$ cat src/rtl/pipelined_cpu.sv
// Four-stage (IF/ID/EX/WB) 16-bit CPU with internal program ROM, 16x16 register file
// and start/stop run control. Registers are exported on seg0..segf, the PC on led.
module pipelined_cpu (
   input  logic        CLK,
   input  logic        RSTN,
   input  logic        start,
   input  logic        stop,
   output logic [7:0]  led,
   output logic [15:0] seg0,
   output logic [15:0] seg1,
   output logic [15:0] seg2,
   output logic [15:0] seg3,
   output logic [15:0] seg4,
   output logic [15:0] seg5,
   output logic [15:0] seg6,
   output logic [15:0] seg7,
   output logic [15:0] seg8,
   output logic [15:0] seg9,
   output logic [15:0] sega,
   output logic [15:0] segb,
   output logic [15:0] segc,
   output logic [15:0] segd,
   output logic [15:0] sege,
   output logic [15:0] segf
);

   localparam logic [0:0] ST_IDLE = 1'b0;
   localparam logic [0:0] ST_RUN  = 1'b1;

   localparam logic [3:0] OP_NOP  = 4'h0;
   localparam logic [3:0] OP_ADD  = 4'h1;
   localparam logic [3:0] OP_SUB  = 4'h2;
   localparam logic [3:0] OP_AND  = 4'h3;
   localparam logic [3:0] OP_OR   = 4'h4;
   localparam logic [3:0] OP_SL   = 4'h5;
   localparam logic [3:0] OP_SR   = 4'h6;
   localparam logic [3:0] OP_LDI  = 4'h7;
   localparam logic [3:0] OP_JMP  = 4'hB;
   localparam logic [3:0] OP_BNZ  = 4'hC;
   localparam logic [3:0] OP_HALT = 4'hF;

   function automatic logic [15:0] rom_read(input logic [7:0] addr);
      case (addr)
         8'd0:    rom_read = 16'h7101;
         8'd1:    rom_read = 16'h720A;
         8'd2:    rom_read = 16'h7300;
         8'd3:    rom_read = 16'h1332;
         8'd4:    rom_read = 16'h2221;
         8'd5:    rom_read = 16'hC203;
         8'd6:    rom_read = 16'hF000;
         default: rom_read = '0;
      endcase
   endfunction

   logic [0:0]  state_q, state_d;
   logic [7:0]  pc_q, pc_d;
   logic [15:0] ifid_ir_q, ifid_ir_d;
   logic [7:0]  ifid_pc_q, ifid_pc_d;
   logic [3:0]  idex_op_q, idex_op_d;
   logic [3:0]  idex_rd_q, idex_rd_d;
   logic [15:0] idex_a_q, idex_a_d;
   logic [15:0] idex_b_q, idex_b_d;
   logic [7:0]  idex_imm_q, idex_imm_d;
   logic [7:0]  idex_pc_q, idex_pc_d;
   logic        exwb_we_q, exwb_we_d;
   logic [3:0]  exwb_rd_q, exwb_rd_d;
   logic [15:0] exwb_res_q, exwb_res_d;
   logic [15:0] regs_q [16];
   logic [15:0] regs_d [16];

   logic [3:0]  id_op, id_rd, id_ra, id_rt;
   logic [15:0] id_a, id_b;
   logic [15:0] ex_res;
   logic        ex_we, ex_taken, ex_halt, advance;

   // EX result / EX-WB bypass ----------------------------------------------------
   always_comb begin
      ex_res = '0;
      ex_we  = 1'b1;
      case (idex_op_q)
         OP_ADD:  ex_res = idex_a_q + idex_b_q;
         OP_SUB:  ex_res = idex_a_q - idex_b_q;
         OP_AND:  ex_res = idex_a_q & idex_b_q;
         OP_OR:   ex_res = idex_a_q | idex_b_q;
         OP_SL:   ex_res = idex_a_q << idex_b_q[3:0];
         OP_SR:   ex_res = idex_a_q >> idex_b_q[3:0];
         OP_LDI:  ex_res = {8'h00, idex_imm_q};
         default: ex_we  = 1'b0;
      endcase
      ex_taken = (idex_op_q == OP_JMP) || ((idex_op_q == OP_BNZ) && (idex_a_q != '0));
      ex_halt  = (idex_op_q == OP_HALT);

      id_op = ifid_ir_q[15:12];
      id_rd = ifid_ir_q[11:8];
      id_rt = ifid_ir_q[3:0];
      // BNZ tests rd, so rd is routed through the first operand port
      id_ra = (id_op == OP_BNZ) ? id_rd : ifid_ir_q[7:4];

      if (ex_we && (idex_rd_q == id_ra))
         id_a = ex_res;
      else if (exwb_we_q && (exwb_rd_q == id_ra))
         id_a = exwb_res_q;
      else
         id_a = regs_q[id_ra];

      if (ex_we && (idex_rd_q == id_rt))
         id_b = ex_res;
      else if (exwb_we_q && (exwb_rd_q == id_rt))
         id_b = exwb_res_q;
      else
         id_b = regs_q[id_rt];
   end

   // Pipeline advance, flush and run control -------------------------------------
   always_comb begin
      advance    = (state_q == ST_RUN) && !stop;
      state_d    = state_q;
      pc_d       = pc_q;
      ifid_ir_d  = ifid_ir_q;
      ifid_pc_d  = ifid_pc_q;
      idex_op_d  = idex_op_q;
      idex_rd_d  = idex_rd_q;
      idex_a_d   = idex_a_q;
      idex_b_d   = idex_b_q;
      idex_imm_d = idex_imm_q;
      idex_pc_d  = idex_pc_q;
      exwb_we_d  = 1'b0;
      exwb_rd_d  = exwb_rd_q;
      exwb_res_d = exwb_res_q;
      regs_d     = regs_q;

      if (exwb_we_q)
         regs_d[exwb_rd_q] = exwb_res_q;

      if ((state_q == ST_RUN) && stop)
         state_d = ST_IDLE;
      else if ((state_q == ST_IDLE) && start && !stop)
         state_d = ST_RUN;

      if (advance) begin
         exwb_we_d  = ex_we;
         exwb_rd_d  = idex_rd_q;
         exwb_res_d = ex_res;
         if (ex_halt || ex_taken) begin
            pc_d       = ex_halt ? idex_pc_q : idex_imm_q;
            state_d    = ex_halt ? ST_IDLE : state_q;
            ifid_ir_d  = '0;
            ifid_pc_d  = '0;
            idex_op_d  = OP_NOP;
            idex_rd_d  = '0;
            idex_a_d   = '0;
            idex_b_d   = '0;
            idex_imm_d = '0;
            idex_pc_d  = '0;
         end else begin
            pc_d       = pc_q + 8'd1;
            ifid_ir_d  = rom_read(pc_q);
            ifid_pc_d  = pc_q;
            idex_op_d  = id_op;
            idex_rd_d  = id_rd;
            idex_a_d   = id_a;
            idex_b_d   = id_b;
            idex_imm_d = ifid_ir_q[7:0];
            idex_pc_d  = ifid_pc_q;
         end
      end
   end

   always_ff @(posedge CLK) begin
      if (RSTN) begin
         state_q    <= ST_IDLE;
         pc_q       <= '0;
         ifid_ir_q  <= '0;
         ifid_pc_q  <= '0;
         idex_op_q  <= OP_NOP;
         idex_rd_q  <= '0;
         idex_a_q   <= '0;
         idex_b_q   <= '0;
         idex_imm_q <= '0;
         idex_pc_q  <= '0;
         exwb_we_q  <= 1'b0;
         exwb_rd_q  <= '0;
         exwb_res_q <= '0;
         for (int unsigned i = 0; i < 16; i++)
            regs_q[i] <= '0;
      end else begin
         state_q    <= state_d;
         pc_q       <= pc_d;
         ifid_ir_q  <= ifid_ir_d;
         ifid_pc_q  <= ifid_pc_d;
         idex_op_q  <= idex_op_d;
         idex_rd_q  <= idex_rd_d;
         idex_a_q   <= idex_a_d;
         idex_b_q   <= idex_b_d;
         idex_imm_q <= idex_imm_d;
         idex_pc_q  <= idex_pc_d;
         exwb_we_q  <= exwb_we_d;
         exwb_rd_q  <= exwb_rd_d;
         exwb_res_q <= exwb_res_d;
         for (int unsigned i = 0; i < 16; i++)
            regs_q[i] <= regs_d[i];
      end
   end

   assign led  = pc_q;
   assign seg0 = regs_q[0];
   assign seg1 = regs_q[1];
   assign seg2 = regs_q[2];
   assign seg3 = regs_q[3];
   assign seg4 = regs_q[4];
   assign seg5 = regs_q[5];
   assign seg6 = regs_q[6];
   assign seg7 = regs_q[7];
   assign seg8 = regs_q[8];
   assign seg9 = regs_q[9];
   assign sega = regs_q[10];
   assign segb = regs_q[11];
   assign segc = regs_q[12];
   assign segd = regs_q[13];
   assign sege = regs_q[14];
   assign segf = regs_q[15];

endmodule

$ cat config.mk
export PLATFORM = sky130hd
export DESIGN_NAME = pipelined_cpu
export DESIGN_NICKNAME = d
export VERILOG_FILES = /design/src/rtl/pipelined_cpu.sv
export SDC_FILE = /design/constraint.sdc
export NUM_CORES = 1
export LEC_CHECK = 0
export ABC_CLOCK_PERIOD_IN_PS = 4400
export CAP_MARGIN = 5
export CORE_UTILIZATION = 39
export DETAILED_ROUTE_END_ITERATION = 8
export GPL_TIMING_DRIVEN = 1
export HOLD_SLACK_MARGIN = 0.02
export PLACE_DENSITY = 0.78
export SETUP_SLACK_MARGIN = 0.02
export SLEW_MARGIN = 20
export SYNTH_ARGS = -nofsm -noshare
export SYNTH_HDL_FRONTEND = slang
export SYNTH_SLANG_ARGS = --single-unit
$ cat constraint.sdc
create_clock -name CLK -period 4.4 [get_ports CLK]
set_clock_uncertainty 0.2 [all_clocks]
set_input_delay 1.32 -clock CLK [delete_from_list [all_inputs] [get_ports CLK]]
set_output_delay 1.32 -clock CLK [all_outputs]
set_load 0.02 [all_outputs]
==> results by group, run 1 <==
Placement
  – Routability cong.: 1.015
  – Placed cell area: 12460 um2
  – IO Port Bufs: 75
  – DP Wirelength: 24180 um
  – Dpl cells: 1904

Clock network
  – TritonCTS clock tree: done
  – Root Buffer: clkbuf_16
  – Clk sink count: 162
  – Clk_lat worst skew: between 0.4 and 0.5 ns
  – H-tree levels: 4
  – Clk pin slew, worst setup/hold paths: 0.07 ns
  – Num CTS Buffers: 17
  – Setup bufs post-CTS: 0
  – Max clock buf depth: 2

Worst setup path
  – CP Max Fanout: 5
  – Start point of the critical path: idex_b_q[4]
  – Crit Path Class: register to register
  – CP most frequent cell: a21o_1
  – CP max stage delay: 0.43 ns
  – Critical path's slowest cell: a2111oi_4
  – CP Data Required Time: 4.54 ns
  – Cell Chain, Critical Path: nor2_1 -> nand4b_1 -> or2_2 -> o21ai_0 -> xor2_1 -> ha_1 -> a21o_1 -> a2111oi_0 -> and3_1 -> o31ai_2 -> mux2i_1 -> a2111oi_4 -> a221oi_1 -> a21o_1
  – Critical path capture point type: register
  – Worst Path Arrival: 4.22 ns
  – R2r startpoint: idex_b_q[4]
  – Startpoint Class: register

Final layout
  – Util after Layout: 42.58%
  – Final net count: about 1600
  – Layout area overhead: 7.255%
  – Fill cell count: 2934
  – Post-route cell area: 13060 um2
  – Final Instance Count excl. Fillers: 1936
  – Share of post-route cells with drive strength above 1: 10.91%
  – N_diodes: 0

Yosys
  – Most frequent cells after synthesis: nand2_1, buf_4, a21oi_1
  – Most used DFF post-synth: dfxtp_1
  – Most frequent cell after synthesis: nand2_1
  – Syn Area/Cell: 7.994 um2
  – Register area share after synthesis: 26.64%
  – Cell taking the most area after synthesis: dfxtp_1
  – Synth top area cells: dfxtp_1, buf_4, mux4_2, nand2_1, a21oi_1
  – Yosys top cell area share: 26.64%
  – Cells after Synth: between 1500 and 2000
  – Synthesized area: 12180 um2
  – Async SR Flop Fraction: 0%
  – Distinct cell type count after synthesis: 87
  – #FFs+latches synth: around 160
  – Synth Warn #: 0
  – Number of flops mapped to enable cells by yosys: 0

Floorplan
  – Die H: 178.7 um
  – Initial Utilization: roughly 40%
  – Area of the die: 31930 um2
  – Num rows: 64
  – Core Area: between 30000 and 40000 um2
  – # IOs: 268
  – Die width: 178.7 um

Power
  – Clk network pwr share: between 40% and 50%
  – Peak VDD IR: 253.8 uV
  – Leakage: slightly below 5 nW
  – Power Density: 249.1 nW/um2
  – Net switching power figure: 0.8684 mW
  – Sequential power share: 46.0%
  – Share of power burned in combinational logic: just over 8%
  – Int Power: about 2.4 mW
  – Switch share: about a quarter

STA
  – Setup violations, final: 0
  – Setup TNS: 0 ns
  – Min cycle time layout: 4.080 ns
  – Max Slew Vio Count: 0
  – Final Hold Viols: 0
  – Slew Limit Headroom: 37.55%
  – Slew @ Worst Pin: a little over 0.9 ns
  – Unrepaired setup endpoints after global routing: no
  – Worst Hold Slack: 0.2526 ns
  – Final worst-path cycle share: 92.73%
  – Fmax: approximately 250 MHz

Routing
  – Detailed Route WL: 34340 um
  – Routed Antenna Nets: 0
  – Drt drc: 0
  – Drt pass-1 iters: 8
  – Vias per cell: 5.733
  – Wire length per cell: 17.74 um
  – Vias post-DR: ~11000
  – Initial DRC count: 1083

Worst hold path
  – Hold Crit Start: idex_pc_q[0]
  – Min-Delay Path Class: register to register

GRT
  – Vias in the first global route: 9909
  – Gr ovfl total: 0
  – Initial antenna violation count: 0
  – Pin count of the biggest net entering global routing: roughly 80
  – First-pass GRT wire length: 53630 um
  – Tot GR Track Use: 21.19%

Status
  – Status: complete, no violations

Run
  – Maxcap violations: 0
[routing by layer]
layer	up-vias	global-route usage (%)	share of wire [%]
met5	-	0	0
met4	0	9.958	3.6
met3	98	3.032	9.2
met2	706	33.69	46
met1	5277	28.24	42
li1	5019	-	-
[path summary, 6_finish.rpt]
path | end | slack [ns] | cells after the start
max | idex_a_q[13] | 0.32 | 14
min | idex_pc_q[0] | 0.25 | 2
max reg2reg | idex_a_q[13] | 0.32 | 14
min reg2reg | idex_pc_q[0] | 0.25 | 2
[cell families (layout without fill, tap and decap cells)]
family,Yosys count,count (layout),synth area share (%)
simple gates,503,503,19.27
compound gates,379,379,19.95
buf+inv,339,165,17.18
flops,162,162,26.64
mux,83,83,12.04
xor+xnor,32,32,2.364
fa+ha+maj,24,24,2.528
other cells,1,192,0.03080
[cell usage in the layout (no fill, tap or decap), types with 6 or more instances in the layout]
cell type	count
mux2i_1	23
a21o_1	19
o211ai_1	6
o21ai_1	9
nor3_1	17
nand2_1	249
xnor2_1	22
a31oi_1	10
nor4_1	9
o21ai_0	35
nor3b_1	18
clkbuf_16	17
nor2b_1	6
nand2b_1	6
nand3_1	48
a211oi_1	23
ha_1	23
clkdlybuf4s50_1	74
and3_1	11
mux2_2	8
a22o_1	10
o22ai_1	6
mux4_2	50
conb_1	192
buf_4	38
dfxtp_1	160
nor2_1	92
inv_1	19
xor2_1	9
a21oi_1	185
a22oi_1	7
[per-stage QoR]
step	worst slack (ns)	power [mW]
final	0.3198	3.252
after global routing	0.1173	3.348
after CTS	0.2257	3.255
after detailed placement	0.2426	1.786
after global placement	0.3472	1.782
after floorplan	0.2739	1.884
[sequential cells by signal, indices dropped and copies added (netlist names), 2 cells and up]
name and flops:
idex_b_q 16, exwb_rd_q 2, idex_a_q 16, ifid_ir_q 11, led 8, idex_pc_q 8
seg2 16, exwb_res_q 16, idex_rd_q 2, seg3 16, seg1 16, seg0 16
idex_op_q 4, idex_imm_q 5, ifid_pc_q 8
[area by class of cell]
type | instances | area (um2) | share of cell area [%]
inverter | 21 | 78.83 | 0.6036
timing repair buffer | 112 | 1026 | 7.857
tap | 396 | 495.5 | 3.794
multi-input combinational | 1213 | 7625 | 58.39
clock inverter | 11 | 127.6 | 0.9773
clock buffer | 21 | 460.4 | 3.526
sequential | 162 | 3246 | 24.85
[power by group through the flow]
stage / combinational [mW] / sequential, mW / clock (mW)
floorplan: 0.366 / 1.52 / 0
global placement: 0.257 / 1.53 / 0
detailed placement: 0.259 / 1.53 / 0
CTS: 0.260 / 1.49 / 1.50
global route: 0.292 / 1.50 / 1.56
finish: 0.265 / 1.49 / 1.49
[worst max-delay path: cells and delay by family, from the launching register on]
family,cells,cell delay [ns]
DFF,1,0.38
and+or+nand+nor,4,1.04
muxes,1,0.17
xor gates and xnor gates,1,0.19
adders and majority gates,1,0.30
AOI/OAI and AO/OA,7,1.71
[repair_timing]
item                       in CTS  in global routing
setup endpoints to repair       0                  6
gates resized for setup         0                  3
hold buffers                    0                  0
No activity file was read; power rests on OpenSTA's default activity.
==> inputs of run 2 (changes only) <==
--- a/config.mk
+++ b/config.mk
@@ -5,13 +5,13 @@
 export SDC_FILE = /design/constraint.sdc
 export NUM_CORES = 1
 export LEC_CHECK = 0
-export ABC_CLOCK_PERIOD_IN_PS = 4400
+export ABC_CLOCK_PERIOD_IN_PS = 3890
 export CAP_MARGIN = 5
-export CORE_UTILIZATION = 39
+export CORE_UTILIZATION = 40
 export DETAILED_ROUTE_END_ITERATION = 8
 export GPL_TIMING_DRIVEN = 1
 export HOLD_SLACK_MARGIN = 0.02
-export PLACE_DENSITY = 0.78
+export PLACE_DENSITY = 0.77
 export SETUP_SLACK_MARGIN = 0.02
 export SLEW_MARGIN = 20
 export SYNTH_ARGS = -nofsm -noshare
==> constraint.sdc (replaced) <==
create_clock -name CLK -period 3.89 [get_ports CLK]
set_clock_uncertainty 0.2 [all_clocks]
set_input_delay 1.167 -clock CLK [delete_from_list [all_inputs] [get_ports CLK]]
set_output_delay 1.167 -clock CLK [all_outputs]
set_load 0.02 [all_outputs]
==> run 2 against run 1 <==
Design area up 1.6%. Largest cell class unchanged. Critical endpoint is now exwb_res_q[13]. Combinational power up 18%. Hold slack about the same. Sequential power up 13%. Count of clock-buffer cells in the layout down 3. Power up 9.9%.
==> results by group, run 2 (synthesized netlist as in run 1, its figures left out) <==
STA
  – Final worst-path cycle share: 96.96% (+4.2 points)
  – Worst Hold Slack: 0.2522 ns (-0.0004040 ns)
  – Max Slew Vio Count: 0 (unchanged)
  – Setup WS post-layout: 0.1183 ns (-0.2016 ns)
  – Fmax: 265.1 MHz (+8.2%)
  – Final Hold Viols: 0 (unchanged)
  – Min cycle time layout: 3.772 ns (-0.3084 ns)
  – Setup violations, final: 0 (unchanged)
  – Slew @ Worst Pin: 0.8980 ns (-0.03739 ns)
  – Slew Limit Headroom: 40.13% (+2.6 points)

Worst setup path
  – CP max stage delay: 0.41 ns (-0.02 ns)
  – R2r startpoint: idex_b_q[0]
  – Startpoint Class: register
  – Worst r2r path cells: 15 (+1)
  – Cell Chain, Critical Path: inv_1 -> ha_1 -> nand4b_1 -> or2_4 -> o21ai_1 -> xor2_1 -> ha_1 -> a21o_1 -> a2111oi_1 -> and3_2 -> o31ai_2 -> mux2i_1 -> a2111oi_4 -> buf_4 -> a211oi_1
  – Critical path capture point type: register
  – Critical path's top delay family: compound AO/OA/AOI/OAI gates
  – Worst Path Arrival: 3.83 ns (-0.39 ns)
  – Crit Path Class: register to register
  – CP Data Required Time: 3.95 ns (-0.59 ns)
  – WP buf/inv: 2 (+2)
  – Critical path's slowest cell: a2111oi_4
  – CP Max Fanout: 4 (-1)
  – Worst R2R End: exwb_res_q[13]
  – CP most frequent cell: ha_1
  – R2r setup slk: 0.12 ns (-0.20 ns)

Placement
  – Routability cong.: 0.9805 (-3.4%)
  – IO Port Bufs: 75 (unchanged)
  – Setup slack at placement: -0.07132 ns (-0.3139 ns)
  – Placed cell area: 12650 um2 (+1.5%)
  – DP Wirelength: 24960 um (+3.2%)

Power
  – Peak VDD IR: 233.9 uV (-7.8%)
  – Leakage: 4.924 nW (+2.5%)
  – Power Density: 269.4 nW/um2 (+8.2%)

Floorplan
  – Die H: 176.5 um (-1.2%)
  – Area of the die: 31140 um2 (-2.5%)
  – Initial Utilization: 40.86% (+1.2 points)
  – # IOs: 268 (unchanged)
  – Core Area: 29800 um2 (-2.8%)
  – Die width: 176.5 um (-1.2%)
  – Num rows: 63 (-1.6%)

Worst hold path
  – Hold EP: ifid_pc_q[6]
  – Hold Path Depth: 2 (unchanged)
  – Hold Crit Start: ifid_pc_q[6]
  – Min-Delay Path Class: register to register

Routing
  – Vias post-DR: 11170 (+0.60%)
  – Vias per cell: 5.709 (-0.43%)
  – Detailed Route WL: 35310 um (+2.8%)
  – Drt drc: 0 (unchanged)
  – Routed Antenna Nets: 0 (unchanged)
  – Wire length per cell: 18.05 um (+1.8%)
  – Initial DRC count: 1357 (+25%)
  – Drt pass-1 iters: 5 (-3)

GRT
  – Gr ovfl total: 0 (unchanged)
  – Met2 Usage GRT: 34.68% (+0.99 points)
  – First-pass GRT wire length: 54860 um (+2.3%)
  – Tot GR Track Use: 22.12% (+0.93 points)
  – Met1 usage: 30.47% (+2.2 points)
  – GRT Max-Usage Layer: met2
  – Initial antenna violation count: 0 (unchanged)
  – Vias in the first global route: 9878 (-0.31%)
  – Grt met3 use: 2.799% (-0.23 points)
  – Pin count of the biggest net entering global routing: 81 (+2.5%)

Final layout
  – Layout area overhead: 8.971%
  – Fill cell count: 2889 (-1.5%)
  – N_diodes: 0 (unchanged)
  – Share of post-route cells with drive strength above 1: 12.96% (+2.1 points)
  – Commonest non-fill, non-tap cell in the layout: nand2_1
  – Final net count: 1582 (+1.7%)
  – Post-route cell area: 13270 um2 (+1.6%)
  – Most frequent cells in the layout: nand2_1, conb_1, a21oi_1

Clock network
  – TritonCTS clock tree: done
  – Clk_lat worst skew: 0.43 ns (about the same)
  – Clk sink count: 162 (unchanged)
  – H-tree levels: 4 (unchanged)
  – Num CTS Buffers: 17 (unchanged)
  – Clk pin slew, worst setup/hold paths: 0.07 ns (about the same)
  – Root Buffer: clkbuf_16
  – Max clock buf depth: 2 (unchanged)

Run
  – Maxcap violations: 0 (unchanged)

Status
  – Status: complete, no violations
-- run 2: cell types whose count changed in the layout (fill, tap and decap cells not counted), moves of 2 or more --
cell       delta
and3_1        -2
o21ai_0       -3
a21oi_2       +2
buf_4        +27
a21oi_1       -2
clkinv_2      -2
o21ai_1       +2
inv_8         +2
and3_2        +2
bufinv_16     -2
inv_6         +3
clkbuf_8      -2
-- run 2: layout make-up --
type | count | area (um2) | area share (%)
multi-input combinational | 1213 | 7676 | 57.86
timing repair buffer | 139 | 1229 | 9.261
clock buffer | 18 | 429.2 | 3.235
clock inverter | 13 | 122.6 | 0.9242
inverter | 21 | 78.83 | 0.5941
sequential | 162 | 3244 | 24.45
tap | 390 | 488.0 | 3.678
-- run 2: power by group --
| part | internal [mW] | switching (mW) |
|---|---|---|
| Sequential | 1.67 | 0.0184 |
| Combinational | 0.0508 | 0.261 |
| Clock | 0.839 | 0.737 |
| Total | 2.56 | 1.02 |
-- run 2: worst max path at each step --
stage                     slack [ns]    startpoint  depth (start not counted)             end
final                           0.12   idex_b_q[0]                         15  exwb_res_q[13]
after global routing            -0.1   idex_b_q[1]                         15    idex_b_q[13]
after CTS                       0.05   idex_b_q[0]                         15    idex_a_q[13]
after detailed placement       -0.07  idex_op_q[0]                         12    idex_a_q[12]
after global placement          0.06  idex_op_q[0]                         12    idex_a_q[12]
after floorplan                 0.05   idex_b_q[0]                         17    idex_a_q[13]
-- run 2: metal layers --
layer / routed length [um] / vias up / part of all wire, %
met5: 0 / - / 0
met4: 1128 / 0 / 3.2
met3: 3254 / 85 / 9.2
met2: 16240 / 743 / 46
met1: 14680 / 5260 / 42
li1: - / 5079 / -
-- run 2: what timing repair did --
item                       4_1_cts  5_1_grt
pin swaps                        1        6
buffers inserted                 0        2
gates resized for setup          3       12
setup endpoints to repair        7       14
hold buffers                     0        0
-- run 2: metrics by stage --
stage	setup TNS (ns)	cells	total power, mW	utilization [%]
floorplan	0	1714	2.131	-
global placement	0	1923	2.023	42.43
detailed placement	-0.2315	1923	2.026	42.45
CTS	0	1954	3.577	44.35
global route	-0.2680	1956	3.691	44.53
finish	0	1956	3.574	44.53
-- run 2: worst reg2reg max path, cell delays in order (launching register included) --
cell and delay (ns):
dfxtp_2 0.32, inv_1 0.07, ha_1 0.19, nand4b_1 0.18, or2_4 0.29, o21ai_1 0.14
xor2_1 0.16, ha_1 0.26, a21o_1 0.22, a2111oi_1 0.38, and3_2 0.28, o31ai_2 0.10
mux2i_1 0.16, a2111oi_4 0.41, buf_4 0.19, a211oi_1 0.06
==> inputs of run 3 (changes only) <==
--- a/config.mk
+++ b/config.mk
@@ -7,11 +7,11 @@
 export LEC_CHECK = 0
 export ABC_CLOCK_PERIOD_IN_PS = 3890
 export CAP_MARGIN = 5
-export CORE_UTILIZATION = 40
+export CORE_UTILIZATION = 52
 export DETAILED_ROUTE_END_ITERATION = 8
 export GPL_TIMING_DRIVEN = 1
 export HOLD_SLACK_MARGIN = 0.02
-export PLACE_DENSITY = 0.77
+export PLACE_DENSITY = 0.93
 export SETUP_SLACK_MARGIN = 0.02
 export SLEW_MARGIN = 20
 export SYNTH_ARGS = -nofsm -noshare
==> run 3 against run 2 <==
Critical path depth grew 2. Count of clock-buffer cells in the layout grew 1. Worst setup slack lost 0.0044 ns. Via count grew 4.4%. Die area shrank 23%.
==> results by group, run 3 (synthesized netlist as in run 1, its figures left out) <==
Worst setup path
  – CP max stage delay: 0.49 ns (+0.08 ns)
  – Critical path's top delay family: compound AO/OA/AOI/OAI gates
  – Worst r2r path cells: 17 (+2)
  – CP Max Fanout: 3 (-1)
  – Cell Chain, Critical Path: inv_2 -> ha_4 -> nand4b_1 -> or2_4 -> o21ai_2 -> xor2_1 -> ha_1 -> a21o_4 -> buf_6 -> a21o_1 -> o31ai_1 -> buf_4 -> o31ai_4 -> mux2i_2 -> a2111oi_4 -> buf_4 -> a211oi_2
  – Startpoint Class: register
  – WP buf/inv: 4 (+2)
  – CP most frequent cell: buf_4
  – Critical path's slowest cell: a2111oi_4
  – CP Data Required Time: 3.95 ns (about the same)
  – Worst Path Arrival: 3.84 ns (about the same)
  – WP depth: 17 (+2)
  – Crit Path Class: register to register
  – Critical path capture point type: register

Final layout
  – Commonest non-fill, non-tap cell in the layout: nand2_1
  – Util after Layout: 58.33% (+14 points)
  – Share of post-route cells with drive strength above 1: 13.67% (+0.71 points)
  – N_diodes: 0 (unchanged)
  – Layout area overhead: 9.126%
  – Most frequent cells in the layout: nand2_1, conb_1, a21oi_1
  – Final net count: 1580 (-0.13%)

GRT
  – Gr ovfl total: 0 (unchanged)
  – Pin count of the biggest net entering global routing: 89 (+9.9%)
  – Vias in the first global route: 10690 (+8.2%)
  – First-pass GRT wire length: 57480 um (+4.8%)
  – Initial antenna violation count: 0 (unchanged)
  – Tot GR Track Use: 30.27% (+8.1 points)

Placement
  – Routability cong.: 0.9829 (+0.24%)
  – Setup slack at placement: -0.02435 ns (+0.04697 ns)
  – IO Port Bufs: 75 (unchanged)
  – DP Wirelength: 25180 um (+0.88%)

Clock network
  – Hold_buf cts: 0 (unchanged)
  – H-tree levels: 4 (unchanged)
  – Max clock buf depth: 2 (unchanged)
  – Num CTS Buffers: 17 (unchanged)
  – Clk pin slew, worst setup/hold paths: 0.08 ns (about the same)
  – TritonCTS clock tree: done
  – Clk_lat worst skew: 0.43 ns (about the same)
  – Clk sink count: 162 (unchanged)
  – Root Buffer: clkbuf_16

Floorplan
  – Initial Utilization: 53.45% (+13 points)
  – # IOs: 268 (unchanged)
  – Num rows: 55 (-13%)
  – Die width: 155.0 um (-12%)
  – Die H: 155.0 um (-12%)
  – Core Area: 22780 um2 (-24%)
  – Area of the die: 24030 um2 (-23%)

STA
  – Setup WS post-layout: 0.1139 ns (-0.004401 ns)
  – Final worst-path cycle share: 97.07% (+0.11 points)
  – Slew @ Worst Pin: 0.9721 ns (+0.07403 ns)
  – Slew Limit Headroom: 35.20% (-4.9 points)
  – Fmax: 264.8 MHz (-0.12%)
  – Final Hold Viols: 0 (unchanged)
  – Max Slew Vio Count: 0 (unchanged)
  – Worst Hold Slack: 0.2545 ns (+0.002265 ns)
  – Unrepaired setup endpoints after global routing: yes
  – Min cycle time layout: 3.776 ns (+0.004401 ns)
  – Setup violations, final: 0 (unchanged)

Routing
  – Drt drc: 0 (unchanged)
  – Detailed Route WL: 37180 um (+5.3%)
  – Initial DRC count: 1647 (+21%)
  – Vias per cell: 6.206 (+8.7%)
  – Routed Antenna Nets: 0 (unchanged)
  – Vias post-DR: 11660 (+4.4%)
  – Drt pass-1 iters: 8 (+3)
  – Wire length per cell: 19.80 um (+9.7%)

Worst hold path
  – Hold Path Depth: 2 (unchanged)
  – Min-Delay Path Class: register to register

Power
  – Int Power: 2.642 mW (+3.3%)
  – Peak VDD IR: 270.2 uV (+16%)
  – Share of power burned in combinational logic: 8.6% (about the same)
  – Leakage: 4.936 nW (+0.24%)
  – Design Power: 3.686 mW (+3.1%)
  – Switch share: 28.33% (-0.12 points)
  – Net switching power figure: 1.044 mW (+2.7%)
  – Power Density: 277.5 nW/um2 (+3.0%)
  – Clk network pwr share: 45.7% (+1.6 points)
  – Sequential power share: 45.8% (-1.4 points)

Status
  – Status: complete, no violations

Run
  – Maxcap violations: 0 (unchanged)
-- run 3: cell count changes in the layout (fill, tap and decap cells not counted), moves of 2 or more --
cell	change
clkinv_4	+2
inv_6	-2
buf_4	-3
ha_1	-2
inv_2	+2
and3_2	-2
a31oi_2	+2
a31oi_1	-2
-- run 3: through the flow --
step                cell area (um2)  instances  setup TNS (ns)
floorplan                     12910       1714               0
detailed placement            12500       1840        -0.03683
global route                  13290       1878        -0.04319
CTS                           13120       1873               0
global placement              12500       1840               0
finish                        13290       1878               0
-- run 3: layout make-up --
class                   instances  area [um2]
fillers                      1855        9492
multi-input cells            1213        7765
flip-flops and latches        162        3246
repair buffers                137        1217
clock buffers                  19       442.9
well taps                     313       391.6
clock inverters                13       145.1
inverters                      21       78.83
-- run 3: path summary, 6_finish.rpt --
| check | from | to | slack [ns] |
|---|---|---|---|
| worst max-delay path | idex_b_q[1] | exwb_res_q[13] | 0.11 |
| worst min-delay path | idex_pc_q[7] | idex_pc_q[7] | 0.25 |
| worst max register to register | idex_b_q[1] | exwb_res_q[13] | 0.11 |
| worst min register to register | idex_pc_q[7] | idex_pc_q[7] | 0.25 |
-- run 3: power by group through the flow --
stage,sequential (mW),clock (mW),combinational (mW)
finish,1.69,1.68,0.316
global route,1.69,1.76,0.340
CTS,1.69,1.68,0.302
floorplan,1.72,0,0.414
detailed placement,1.72,0,0.300
global placement,1.72,0,0.297
-- run 3: layer usage --
metal,vias to the layer above,wire length (um),GRT usage (%)
met3,164,4380,5.014
met1,5413,13930,39.10
met4,0,1883,16.60
li1,5076,-,-
met2,1002,16980,48.31
met5,-,0,0
-- run 3: worst reg2reg max path, delay by kind of cell (launching register included) --
family / cells / cell delay, ns
compound gates: 7 / 1.23
xor+xnor: 1 / 0.17
fa+ha+maj: 2 / 0.42
buf+inv: 4 / 0.57
flops: 1 / 0.33
mux: 1 / 0.19
simple gates: 2 / 0.51
-- run 3: timing repair --
action	in CTS	in global routing
gates resized for setup	5	26
hold endpoints to repair	0	0
buffers inserted	1	5
setup endpoints to repair	8	14
pin swaps	2	15
cloned	0	0
